### config.mk
export PLATFORM = sky130hd
export DESIGN_NAME = ro_freq_counter
export DESIGN_NICKNAME = d
export VERILOG_FILES = /design/src/rtl/ro_meas_pkg.sv /design/src/rtl/ro_freq_counter_sync.sv /design/src/rtl/ro_freq_counter.sv
export SDC_FILE = /design/constraint.sdc
export NUM_CORES = 1
export LEC_CHECK = 0
export ABC_AREA = 1
export CAP_MARGIN = 0
export CORE_MARGIN = 5
export CORE_UTILIZATION = 30
export CTS_BUF_LIST = sky130_fd_sc_hd__clkbuf_8 sky130_fd_sc_hd__clkbuf_16
export DETAILED_ROUTE_END_ITERATION = 10
export GPL_TIMING_DRIVEN = 1
export PLACE_DENSITY = 0.49
export SYNTH_ARGS = -nofsm -noshare
export SYNTH_HDL_FRONTEND = slang
export SYNTH_HIERARCHICAL = 1
export SYNTH_SLANG_ARGS = --single-unit
### constraint.sdc
create_clock -name iClk -period 1.91 [get_ports iClk]
set_clock_uncertainty 0.2 [all_clocks]
set_input_delay 0.382 -clock iClk [delete_from_list [all_inputs] [get_ports iClk]]
set_output_delay 0.382 -clock iClk [all_outputs]
set_load 0.005 [all_outputs]
### src/rtl/ro_meas_pkg.sv
// Shared types and sizing helpers for the ring-oscillator frequency counter.
// Provides the measurement FSM state encoding and the timer width calculation.
package ro_meas_pkg;

    typedef enum logic [1:0] {
        ST_IDLE   = 2'd0,
        ST_WARMUP = 2'd1,
        ST_GATE   = 2'd2,
        ST_HOLD   = 2'd3
    } state_e;

    // Ceiling log2, never less than 1 so a degenerate timer still has a bit.
    function automatic int clog2(input int value);
        int r;
        int v;
        r = 0;
        v = value - 1;
        while (v > 0) begin
            r = r + 1;
            v = v >>> 1;
        end
        return (r < 1) ? 1 : r;
    endfunction

    function automatic int tmr_width(input int gate_cycles, input int warmup_cycles);
        int m;
        m = (gate_cycles > warmup_cycles) ? gate_cycles : warmup_cycles;
        return clog2(m + 1);
    endfunction

endpackage

### src/rtl/ro_freq_counter_sync.sv
// Synchroniser for the asynchronous RO output plus a rising-edge detector.
// Produces at most one single-cycle pulse per clock.
module ro_sync_edge #(
    parameter int SYNC_STAGES = 2
) (
    input  logic clk_i,
    input  logic rst_ni,
    input  logic osc_i,
    output logic rise_o
);

    (* ASYNC_REG = "TRUE", dont_touch = "true" *) logic [SYNC_STAGES-1:0] sync_q;
    logic prev_q;

    // Synchroniser chain and previous-sample flop for edge detection.
    always_ff @(posedge clk_i or negedge rst_ni) begin
        if (!rst_ni) begin
            sync_q <= '0;
            prev_q <= 1'b0;
        end else begin
            sync_q <= {sync_q[SYNC_STAGES-2:0], osc_i};
            prev_q <= sync_q[SYNC_STAGES-1];
        end
    end

    assign rise_o = sync_q[SYNC_STAGES-1] & ~prev_q;

endmodule

### src/rtl/ro_freq_counter.sv
// Ring-oscillator frequency counter: enables the RO, warms it up, counts synchronised
// rising edges over a fixed gate window and returns a saturating count via valid/ready.
module ro_freq_counter
    import ro_meas_pkg::*;
#(
    parameter int CNT_WIDTH     = 24,
    parameter int GATE_CYCLES   = 1000,
    parameter int WARMUP_CYCLES = 16,
    parameter int SYNC_STAGES   = 2
) (
    input  logic                 iClk,
    input  logic                 iRst_n,
    input  logic                 iStart,
    input  logic                 iOsc,
    output logic                 oRoEn,
    output logic                 oBusy,
    output logic [CNT_WIDTH-1:0] oCount,
    output logic                 oOverflow,
    output logic                 oValid,
    input  logic                 iReady
);

    localparam int                   TW        = tmr_width(GATE_CYCLES, WARMUP_CYCLES);
    localparam logic [TW-1:0]        WARM_LOAD = TW'(WARMUP_CYCLES - 1);
    localparam logic [TW-1:0]        GATE_LOAD = TW'(GATE_CYCLES - 1);
    localparam logic [CNT_WIDTH-1:0] CNT_MAX   = '1;

    state_e                 state_q, state_d;
    logic [TW-1:0]          tmr_q, tmr_d;
    logic [CNT_WIDTH-1:0]   cnt_q, cnt_d;
    logic                   sat_q, sat_d;
    logic [CNT_WIDTH-1:0]   count_q, count_d;
    logic                   ovf_q, ovf_d;
    logic                   roen_q, busy_q, valid_q;
    logic                   rise_s;

    ro_sync_edge #(
        .SYNC_STAGES(SYNC_STAGES)
    ) u_sync (
        .clk_i  (iClk),
        .rst_ni (iRst_n),
        .osc_i  (iOsc),
        .rise_o (rise_s)
    );

    // Next-state, timer, edge counter and result capture.
    always_comb begin
        state_d = state_q;
        tmr_d   = tmr_q;
        cnt_d   = cnt_q;
        sat_d   = sat_q;
        count_d = count_q;
        ovf_d   = ovf_q;
        case (state_q)
            ST_IDLE: begin
                if (iStart) begin
                    state_d = ST_WARMUP;
                    tmr_d   = WARM_LOAD;
                    cnt_d   = '0;
                    sat_d   = 1'b0;
                end else begin
                    state_d = ST_IDLE;
                end
            end
            ST_WARMUP: begin
                if (tmr_q == '0) begin
                    state_d = ST_GATE;
                    tmr_d   = GATE_LOAD;
                end else begin
                    tmr_d = tmr_q - TW'(1);
                end
            end
            ST_GATE: begin
                // A pulse arriving at all-ones is dropped and recorded as overflow.
                if (rise_s) begin
                    if (cnt_q == CNT_MAX) begin
                        sat_d = 1'b1;
                    end else begin
                        cnt_d = cnt_q + CNT_WIDTH'(1);
                    end
                end else begin
                    cnt_d = cnt_q;
                end
                if (tmr_q == '0) begin
                    state_d = ST_HOLD;
                    count_d = cnt_d;
                    ovf_d   = sat_d;
                end else begin
                    tmr_d = tmr_q - TW'(1);
                end
            end
            ST_HOLD: begin
                if (iReady) begin
                    state_d = ST_IDLE;
                end else begin
                    state_d = ST_HOLD;
                end
            end
            default: begin
                state_d = ST_IDLE;
            end
        endcase
    end

    // State, datapath and registered output decodes.
    always_ff @(posedge iClk or negedge iRst_n) begin
        if (!iRst_n) begin
            state_q <= ST_IDLE;
            tmr_q   <= '0;
            cnt_q   <= '0;
            sat_q   <= 1'b0;
            count_q <= '0;
            ovf_q   <= 1'b0;
            roen_q  <= 1'b0;
            busy_q  <= 1'b0;
            valid_q <= 1'b0;
        end else begin
            state_q <= state_d;
            tmr_q   <= tmr_d;
            cnt_q   <= cnt_d;
            sat_q   <= sat_d;
            count_q <= count_d;
            ovf_q   <= ovf_d;
            roen_q  <= (state_d == ST_WARMUP) || (state_d == ST_GATE);
            busy_q  <= (state_d != ST_IDLE);
            valid_q <= (state_d == ST_HOLD);
        end
    end

    assign oRoEn     = roen_q;
    assign oBusy     = busy_q;
    assign oValid    = valid_q;
    assign oCount    = count_q;
    assign oOverflow = ovf_q;

endmodule

# Word level (Yosys, flattened, before mapping)
# Cells that the tools add are included.
classes:
  eq_ne: 9
  shifts: 0
  div: 0
  bitwise: 2
  addsub: 2
  reduce_logical: 9
  magnitude_cmp: 0
  mux: 17
  mul: 0
op_table:
  columns: ["op", "n"]
  rows:
  - ["24-bit two-way mux", 3]
  - ["24-bit one-hot mux with 2 select lines", 1]
  - ["10-bit two-way mux", 3]
  - ["10-bit one-hot mux with 3 select lines", 1]
  - ["24-bit by 1-bit adder with 24-bit output, second input constant", 1]
  - ["24-bit equality test, second input constant", 1]
  - ["10-bit logical NOT", 1]
  - ["10-bit by 1-bit subtractor with 10-bit output, second input constant", 1]
  - ["2-bit equality test, second input constant", 4]
  - ["2-bit one-hot mux with 4 select lines", 1]
  - ["2-bit two-way mux", 3]
  - ["2-bit by 1-bit equality test with 1-bit output, second input constant", 2]
  - ["1-bit two-way mux", 4]
  - ["2-bit != test, second input constant", 2]
  - ["2-bit AND reduction", 2]
  - ["2-bit nonzero test", 2]
  - ["3-bit AND reduction", 1]
  - ["3-bit nonzero test", 1]
  - ["2-bit logical NOT", 1]
  - ["1-bit one-hot mux with 2 select lines", 1]
  - ["1-bit bitwise AND", 1]
  - ["1-bit logical OR", 1]
  - ["1-bit inverter", 1]
totals:
  register_bits: 68
  ram_bits: 0
  latch_bits: 0
  output_inout_bits: 28
  input_bits: 5
  romBits: 0
  word_cells: 50
  mem_count: 0

# Depth between registers and ports, before layout
# Gate-level depths: netlist of run 1.
logic_depth:
  ltp_word: 5
  ltp_mapped: 12

# Hierarchy
# The synthesis of run 1 kept the hierarchy.
by_module_without_submodules:
  columns: ["module", "n_inst", "cells_per_inst", "area_each_um2"]
  rows:
  - ["ro_freq_counter", 1, 542, 3953.8]
  - ["ro_sync_edge", 1, 5, 85.1]

# Worst setup path after synthesis of run 1
# No wires, ideal clock.
synth_path:
  path_kind: "reg2reg"
  from: "register tmr_q[0]"
  to: "register roen_q, in the netlist oRoEn"
  arrival_time_ns: 1.578
  n_path_buf: 0
  period_less_slack_ns: 1.904
  required_time_ns: 1.584
  stages_incl_launch_ff: 11
  setup_time_ns: 0.126
  slack_ns: 0.006
  path_cell_list: "dfrtp_1 inv_1 ha_1 nand2_1 inv_1 nand4_1 nor2_1 inv_1 nand2_1 nand2_1 ha_1"
synth_between:
  elab_chain_cells: 5
  elab_cells_between_ends: 7
synth_rtl:
  columns: ["item", "line", "source"]
  rows:
  - ["start, declared", "ro_freq_counter.sv:29", "logic [TW-1:0] tmr_q, tmr_d;"]
  - ["start signal, assigned", "ro_freq_counter.sv:119", "tmr_q <= tmr_d;"]
  - ["10-bit logical NOT (*)", "ro_freq_counter.sv:66, ro_freq_counter.sv:84", null]
  - ["2-bit two-way mux (on tied branches)", "ro_freq_counter.sv:84, ro_freq_counter.sv:66", null]
  - ["2-bit one-hot mux with 4 select lines (*)", "ro_freq_counter.sv:54", "case (state_q)"]
  - ["2-bit by 1-bit equality test with 1-bit output / 2-bit equality test (equally long branches)", "ro_freq_counter.sv:124", "roen_q <= (state_d == ST_WARMUP) || (state_d == ST_GATE);"]
  - ["1-bit logical OR (*)", "ro_freq_counter.sv:124", null]
  - ["end signal, assigned", "ro_freq_counter.sv:124", null]
  - ["end, declared", "ro_freq_counter.sv:34", "logic roen_q, busy_q, valid_q;"]
# Every way passes the cells marked *; elsewhere a longest branch is shown, timed or not.
# A chain may end at the register's enable or synchronous reset.

# Final worst setup path of run 1
layout_path:
  from: "register cnt_q[1]"
  to: "register cnt_q[15]"
layout_between:
  elab_chain_cells: 4
  elab_cells_between_ends: 5
layout_rtl:
  columns: ["item", "line", "source"]
  rows:
  - ["start, declared", "ro_freq_counter.sv:30", "logic [CNT_WIDTH-1:0] cnt_q, cnt_d;"]
  - ["start signal, assigned", "ro_freq_counter.sv:120", "cnt_q <= cnt_d;"]
  - ["24-bit by 1-bit adder with 24-bit output / 24-bit equality test (equally long branches)", "ro_freq_counter.sv:79, ro_freq_counter.sv:76", null]
  - ["24-bit two-way mux (*)", "ro_freq_counter.sv:76", "if (cnt_q == CNT_MAX) begin"]
  - ["24-bit two-way mux (*)", "ro_freq_counter.sv:75", "if (rise_s) begin"]
  - ["24-bit one-hot mux with 2 select lines (*)", "ro_freq_counter.sv:54", null]
# Marks and branches as above.

==> results.md, run 1 <==
* TritonCTS Sinks at 68
* Share of the synthesized area in the top cell type at 0.421
* Fraction of layout cells with a size suffix above 1 at 0.272
* Num CTS Buffers at 9
* Worst Path Max Fanout at 8
* Gpl congestion at a little over 0.8
* Cells after Synth at 547
* Number of synthesized flops with an enable pin at 0
* #FFs+latches synth at 68
* Post-synth cell types at 35
* DR iter-0 viols at approximately 180
* Post-DP Area at 4950 um^2
* Post-Syn Area at between 4000 and 5000 um^2
* Die Y-Extent at between 100 and 150 um
* Post-synth top area cell: dfrtp_1
* Final hold slack at about 0.14 ns
* Wire length of the first global-routing pass at ~18 mm
* Max Clk Rate at around 530 MHz
* CP max-delay cell: dfrtp_1
* Drt via density at about 4.6
* Worst reg2reg path startpoint: cnt_q[1]
* CTS tree: built
* Final Cell Area at 5600 um^2
* Max VDD drop at 486 uV
* Critical Path RT at just under 2 ns
* Crit. End Element: flip-flop
* Vias at roughly 3,800
* Avg WL per Cell at around 13 um
* Max-slew violation count at 0
* Multi-input logic area at 2280 um^2
* Avg Cell Area, Syn at roughly 7.4 um^2
* Overflow after GRT at 0
* Initial antenna violation count at 0
* Fin crit period at 1.88 ns
* Pin count of the biggest net entering global routing at 69
* Vias in the first global route at 3,715
* Status: complete, no violations
* Hpwl dp at ~7.9 mm
* Area delta synth->final at 38.6%
* Routed wire length at 11.0 mm
* CP delay by family, top: simple AND/OR/NAND/NOR gates
* Worst-Margin Slew at between 0.3 and 0.4 ns
* Final Hold Fails at 0
* Main flop type after synthesis: dfrtp_1
* Clk root buf: clkbuf_16
* RSZ-0062 raised after global routing: yes
* Synth async-reset ratio at 1.00
* I/O pin count at 33
* Seq/Total Area, Yosys at 0.421
* Starting density of the core at 0.305
* Placeable Area at 13,200 um^2
* Number of cell rows at 42
* CTS clk-pin slew, worst paths at roughly 0.060 ns
* Syn_nets at between 500 and 600
* Most instantiated cells after synthesis: nand2_1, dfrtp_1, inv_1
* Crit-path max cell delay at about 0.4 ns
* Worst Setup Start Kind: flip-flop
* DIE WIDTH at about 130 um
* Htree depth at 3
* Overall Power at 0.00452 W
* Full die area at 15,900 um^2
* Top cells by area, synth: dfrtp_1, nand2_1, inv_1
* IO Port Bufs at 32
* Final period util at 0.985
* GRT Total Usage at 0.143
* Reg area at roughly 1700 um^2
* Worst relative slew slack at 0.751
* Fillers at about 1,300
* Hold WC Path Type: flip-flop to flip-flop
* Max-cap viol count at 0
* P per Cell Area at between 800 and 900 nW/um^2
* Critical path type: flip-flop to flip-flop
* Count leader, synth: nand2_1
* Critical path startpoint: cnt_q[1]
* Nets@finish at 653
* Skew-Pair Late Insertion Delay at between 0.3 and 0.4 ns
* Hold Startpoint: u_sync/sync_q[0]
* Warnings from Yosys at 6
* Worst endpoint data arrival time at between 1.5 and 2 ns
* Antenna cells at 0
* Pre-antenna DRT Iters at 4
* Crit path cell chain: ha_4 -> nand2_2 -> nor2_4 -> nand2_4 -> nor2_8 -> nand3_4 -> clkbuf_16 -> nand3_2 -> nand2_2 -> nand3_2 -> o21ai_1
* Max clock buf depth at 2
* Routed Antenna Nets at 0
* Static leakage at 2.72 nW
* Post-route DRC violation count at 0
* Worst path bufs/invs at 1
* Final setup viols at 0
==> power breakdown <==
| part | leakage [nW] | switching [W] | internal [W] |
|---|---|---|---|
| logic | 1.66 | 0.000736 | 0.000615 |
| clock network | 0.138 | 0.000644 | 0.000910 |
| registers | 0.923 | 0.0000692 | 0.00155 |
| total | 2.72 | 0.00145 | 0.00307 |
==> kinds of logic (layout without fill, tap and decap cells) <==
family / count (synthesis) / after routing / share of synthesized area
compound gates: 42 / 42 / 0.0610
simple gates: 340 / 340 / 0.385
fa+ha+maj: 10 / 10 / 0.0310
flops: 68 / 68 / 0.421
buf+inv: 77 / 173 / 0.0784
xor+xnor: 10 / 10 / 0.0235
==> placed cells by master (no fill, tap or decap), drive strengths merged <==
| cell | Yosys | layout |
|---|---|---|
| clkinv | 0 | 5 |
| inv | 64 | 64 |
| clkdlybuf4s50 | 0 | 31 |
| o211ai | 2 | 2 |
| a221oi | 1 | 1 |
| a31oi | 2 | 2 |
| nand2 | 221 | 221 |
| clkbuf | 3 | 11 |
| ha | 10 | 10 |
| a21oi | 7 | 7 |
| buf | 10 | 60 |
| nand3b | 1 | 1 |
| dlygate4sd3 | 0 | 1 |
| nor2 | 40 | 40 |
| nand3 | 47 | 47 |
| nor3 | 9 | 9 |
| o21ai | 25 | 25 |
| clkinvlp | 0 | 1 |
| dfrtp | 68 | 68 |
| nor4 | 1 | 1 |
| or2 | 1 | 1 |
| xor2 | 10 | 10 |
| nand4 | 20 | 20 |
| o22ai | 5 | 5 |
==> state kept, by name, indices dropped and copies added, names as in the netlist <==
| register | flops |
|---|---|
| oBusy | 1 |
| oOverflow | 1 |
| oRoEn | 1 |
| sat_q | 1 |
| oValid | 1 |
| state_q | 2 |
| cnt_q | 24 |
| tmr_q | 10 |
| u_sync/sync_q | 2 |
| oCount | 24 |
| u_sync/prev_q | 1 |
==> worst register-to-register path, delay by kind of cell, from the launching register on <==
kind,cells,cell delay (ns)
AND/OR/NAND/NOR,8,0.74
flip-flops,1,0.40
buffers and inverters,1,0.20
adder cells (fa/ha/maj),1,0.18
AO/OA/AOI/OAI,1,0.06
==> path summary, 6_finish.rpt <==
path	to	slack (ns)	cells after the start
setup / recovery	cnt_q[15]	0.03	11
hold / removal	u_sync/sync_q[1]	0.14	0
setup reg to reg	cnt_q[15]	0.03	11
hold reg to reg	u_sync/sync_q[1]	0.14	0
max in group asynchronous	state_q[0]	0.80	3
min in group asynchronous	oCount[8]	0.40	3
==> through the flow <==
step | setup slack, ns | instances | TNS (ns) | util
5_1_grt | -0.0879 | 819 | -1.68 | 0.423
4_1_cts | 0.0114 | 809 | 0 | 0.396
6_report | 0.0284 | 819 | 0 | 0.423
3_3_place_gp | -0.0118 | 792 | -0.0178 | 0.374
2_1_floorplan | 0.00643 | 547 | 0 | -
3_5_place_dp | -0.0218 | 792 | -0.0869 | 0.374
==> metal layers <==
metal / GRT usage / vias to the layer above / wire length [um]
met2: 0.213 / 52 / 5050
met4: 0.0524 / 0 / 186
met5: 0 / - / 0
li1: - / 1929 / -
met3: 0.0356 / 10 / 445
met1: 0.201 / 1763 / 5350
==> repair_timing <==
item | in CTS | in global routing
setup endpoints to repair | 12 | 64
hold buffers | 1 | 0
cloned | 0 | 1
pin swaps | 0 | 19
endpoints found under the hold margin | 68 | 0
resized for setup | 3 | 69
buffers inserted | 0 | 9
==> area by class of cell <==
| cell class | count | share of cell area |
|---|---|---|
| clock buffer | 10 | 0.0427 |
| clock inverter | 6 | 0.00715 |
| inverter | 64 | 0.0434 |
| multi-input combinational | 402 | 0.407 |
| sequential | 68 | 0.304 |
| tap | 176 | 0.0393 |
| timing repair buffer | 93 | 0.156 |
No activity file was read; power rests on OpenSTA's default activity.
==> inputs of run 2 (changes only) <==
--- a/config.mk
+++ b/config.mk
@@ -12,7 +12,7 @@
 export CTS_BUF_LIST = sky130_fd_sc_hd__clkbuf_8 sky130_fd_sc_hd__clkbuf_16
 export DETAILED_ROUTE_END_ITERATION = 10
 export GPL_TIMING_DRIVEN = 1
-export PLACE_DENSITY = 0.49
+export PLACE_DENSITY = 0.48
 export SYNTH_ARGS = -nofsm -noshare
 export SYNTH_HDL_FRONTEND = slang
 export SYNTH_HIERARCHICAL = 1
==> constraint.sdc (replaced) <==
create_clock -name iClk -period 1.9 [get_ports iClk]
set_clock_uncertainty 0.2 [all_clocks]
set_input_delay 0.38 -clock iClk [delete_from_list [all_inputs] [get_ports iClk]]
set_output_delay 0.38 -clock iClk [all_outputs]
set_load 0.005 [all_outputs]
==> results.md, run 2 (synthesis results as in run 1) <==
* Starting density of the core at 0.305 (unchanged)
* Post-route DRC violation count at 0 (unchanged)
* Status: complete, no violations
* Clk root buf: clkbuf_16
* Max Clk Rate at 542 MHz (+2.0%)
* Hold Startpoint: u_sync/sync_q[0]
* GRT Total Usage at 0.145 (+0.00252)
* Fin crit period at 1.85 ns (-0.0360 ns)
* Initial antenna violation count at 0 (unchanged)
* Post-DP Area at 5000 um^2 (+1.0%)
* P per Cell Area at 847 nW/um^2 (+4.8%)
* Routed wire length at 11.0 mm (-0.44%)
* DR iter-0 viols at 217 (+22%)
* Critical Path RT at 1.92 ns (-0.02 ns)
* Vias at 3,764 (+0.27%)
* CTS clk-pin slew, worst paths at 0.06 ns (about the same)
* Avg WL per Cell at 13.3 um (-1.2%)
* Final worst setup slack at 0.0544 ns (+0.0260 ns)
* RSZ-0062 raised after global routing: yes
* Commonest non-fill, non-tap cells in the layout: nand2_1, dfrtp_1, buf_4, inv_1, nand3_1
* Area delta synth->final at 37.7%
* Nets@finish at 659 (+0.92%)
* Htree depth at 3 (unchanged)
* Worst Path Max Fanout at 16 (+8)
* Reg-to-Reg End: cnt_q[22]
* Hold worst-path end: u_sync/sync_q[1]
* Max-slew violation count at 0 (unchanged)
* Most common cell after layout, fill and taps aside: nand2_1
* Pre-antenna DRT Iters at 4 (unchanged)
* DIE WIDTH at 126 um (unchanged)
* IO Port Bufs at 32 (unchanged)
* Critical path type: flip-flop to flip-flop
* Max VDD drop at 547 uV (+12%)
* Reg2Reg Setup Slack at 0.05 ns (+0.03 ns)
* Worst reg2reg path startpoint: cnt_q[0]
* Max-cap viol count at 0 (unchanged)
* Routed Antenna Nets at 0 (unchanged)
* Max clock buf depth at 2 (unchanged)
* Skew-Pair Late Insertion Delay at 0.34 ns (about the same)
* Worst-case reg-to-reg path depth at 11 (unchanged)
* Full die area at 15,900 um^2 (unchanged)
* Fraction of layout cells with a size suffix above 1 at 0.247 (-0.0256)
* Fin util at 0.420 (-0.00265)
* Final Cell Area at 5560 um^2 (-0.63%)
* Number of cell rows at 42 (unchanged)
* Num CTS Buffers at 9 (unchanged)
* Overall Power at 0.00471 W (+4.2%)
* Worst relative slew slack at 0.730 (-0.0208)
* Overflow after GRT at 0 (unchanged)
* I/O pin count at 33 (unchanged)
* Drt via density at 4.56 (-0.46%)
* CTS tree: built
* Hold WC Path Type: flip-flop to flip-flop
* Worst hold path cell count at 0 (unchanged)
* Final period util at 0.971 (-0.0138)
* Final setup viols at 0 (unchanged)
* Worst-Margin Slew at 0.404 ns (+0.0312 ns)
* Hpwl dp at 7.99 mm (+1.3%)
* Gpl congestion at 0.839 (+1.2%)
* TritonCTS Sinks at 68 (unchanged)
* Pin count of the biggest net entering global routing at 69 (unchanged)
* Worst endpoint data arrival time at 1.86 ns (-0.05 ns)
* Final Hold Fails at 0 (unchanged)
* Pre-CTS setup slack at -0.0312 ns (-0.00939 ns)
* Die Y-Extent at 126 um (unchanged)
* Worst Setup Start Kind: flip-flop
* Antenna cells at 0 (unchanged)
* Placeable Area at 13,200 um^2 (unchanged)
* Crit. End Element: flip-flop
* Vias in the first global route at 3,736 (+0.57%)
* Static leakage at 2.74 nW (+0.67%)
* Fin Setup TNS at 0 ns (unchanged)
* Wire length of the first global-routing pass at 18.7 mm (+1.0%)
[run 2: cell count changes in the layout (fill, tap and decap cells not counted), sizes merged]
cell,before,now
buf,60,66
clkinv,5,1
clkinvlp,1,3
inv,64,66
bufinv,0,1
clkbuf,11,10
[run 2: worst max-delay path by stage]
stage / from / end / cells after the start
finish: cnt_q[0] / cnt_q[22] / 11
global route: tmr_q[4] / oCount[6] / 10
CTS: tmr_q[1] / oRoEn / 11
detailed placement: iStart / cnt_q[1] / 9
global placement: iStart / cnt_q[1] / 9
floorplan: cnt_q[0] / cnt_q[17] / 11
[run 2: repair_timing]
action / 4_1_cts / 5_1_grt
resized for setup: 3 / 48
buffers inserted: 0 / 7
pin swaps: 4 / 9
endpoints found under the setup margin: 8 / 63
endpoints found under the hold margin: 68 / 0
gates cloned: 0 / 1
hold buffers: 1 / 0
[run 2: report_power, final]
group / switching (W) / internal, W
Sequential: 0.0000533 / 0.00155
Clock: 0.000676 / 0.00102
Combinational: 0.000771 / 0.000635
Total: 0.00150 / 0.00321
[run 2: cell type report]
type | count | area (um^2)
fillers | 1367 | 7680
multi-input cells | 402 | 2180
flip-flops and latches | 68 | 1700
repair buffers | 99 | 921
inverters | 64 | 240
clock buffers | 9 | 225
well taps | 176 | 220
clock inverters | 7 | 75.1
[run 2: routing by layer]
layer | GRT usage | share of wire
met5 | 0 | 0
met4 | 0.0656 | 0.024
met3 | 0.0288 | 0.034
met2 | 0.227 | 0.47
met1 | 0.195 | 0.48
[run 2: through the flow]
stage               std cells  hold slack (ns)
global route              825            0.163
CTS                       817            0.157
detailed placement        800            0.143
floorplan                 547           -0.116
global placement          800            0.134
finish                    825            0.152
[run 2: worst max-delay path: stages, from the launching register on]
cell and delay [ns]:
dfrtp_1 0.39, ha_4 0.16, nand2_2 0.06, nor2_4 0.12, nand2_4 0.10, nor2_8 0.13, nand3_4 0.12, buf_12 0.18
nand2_1 0.06, nand2_1 0.06, nand3_1 0.07, o21ai_1 0.08
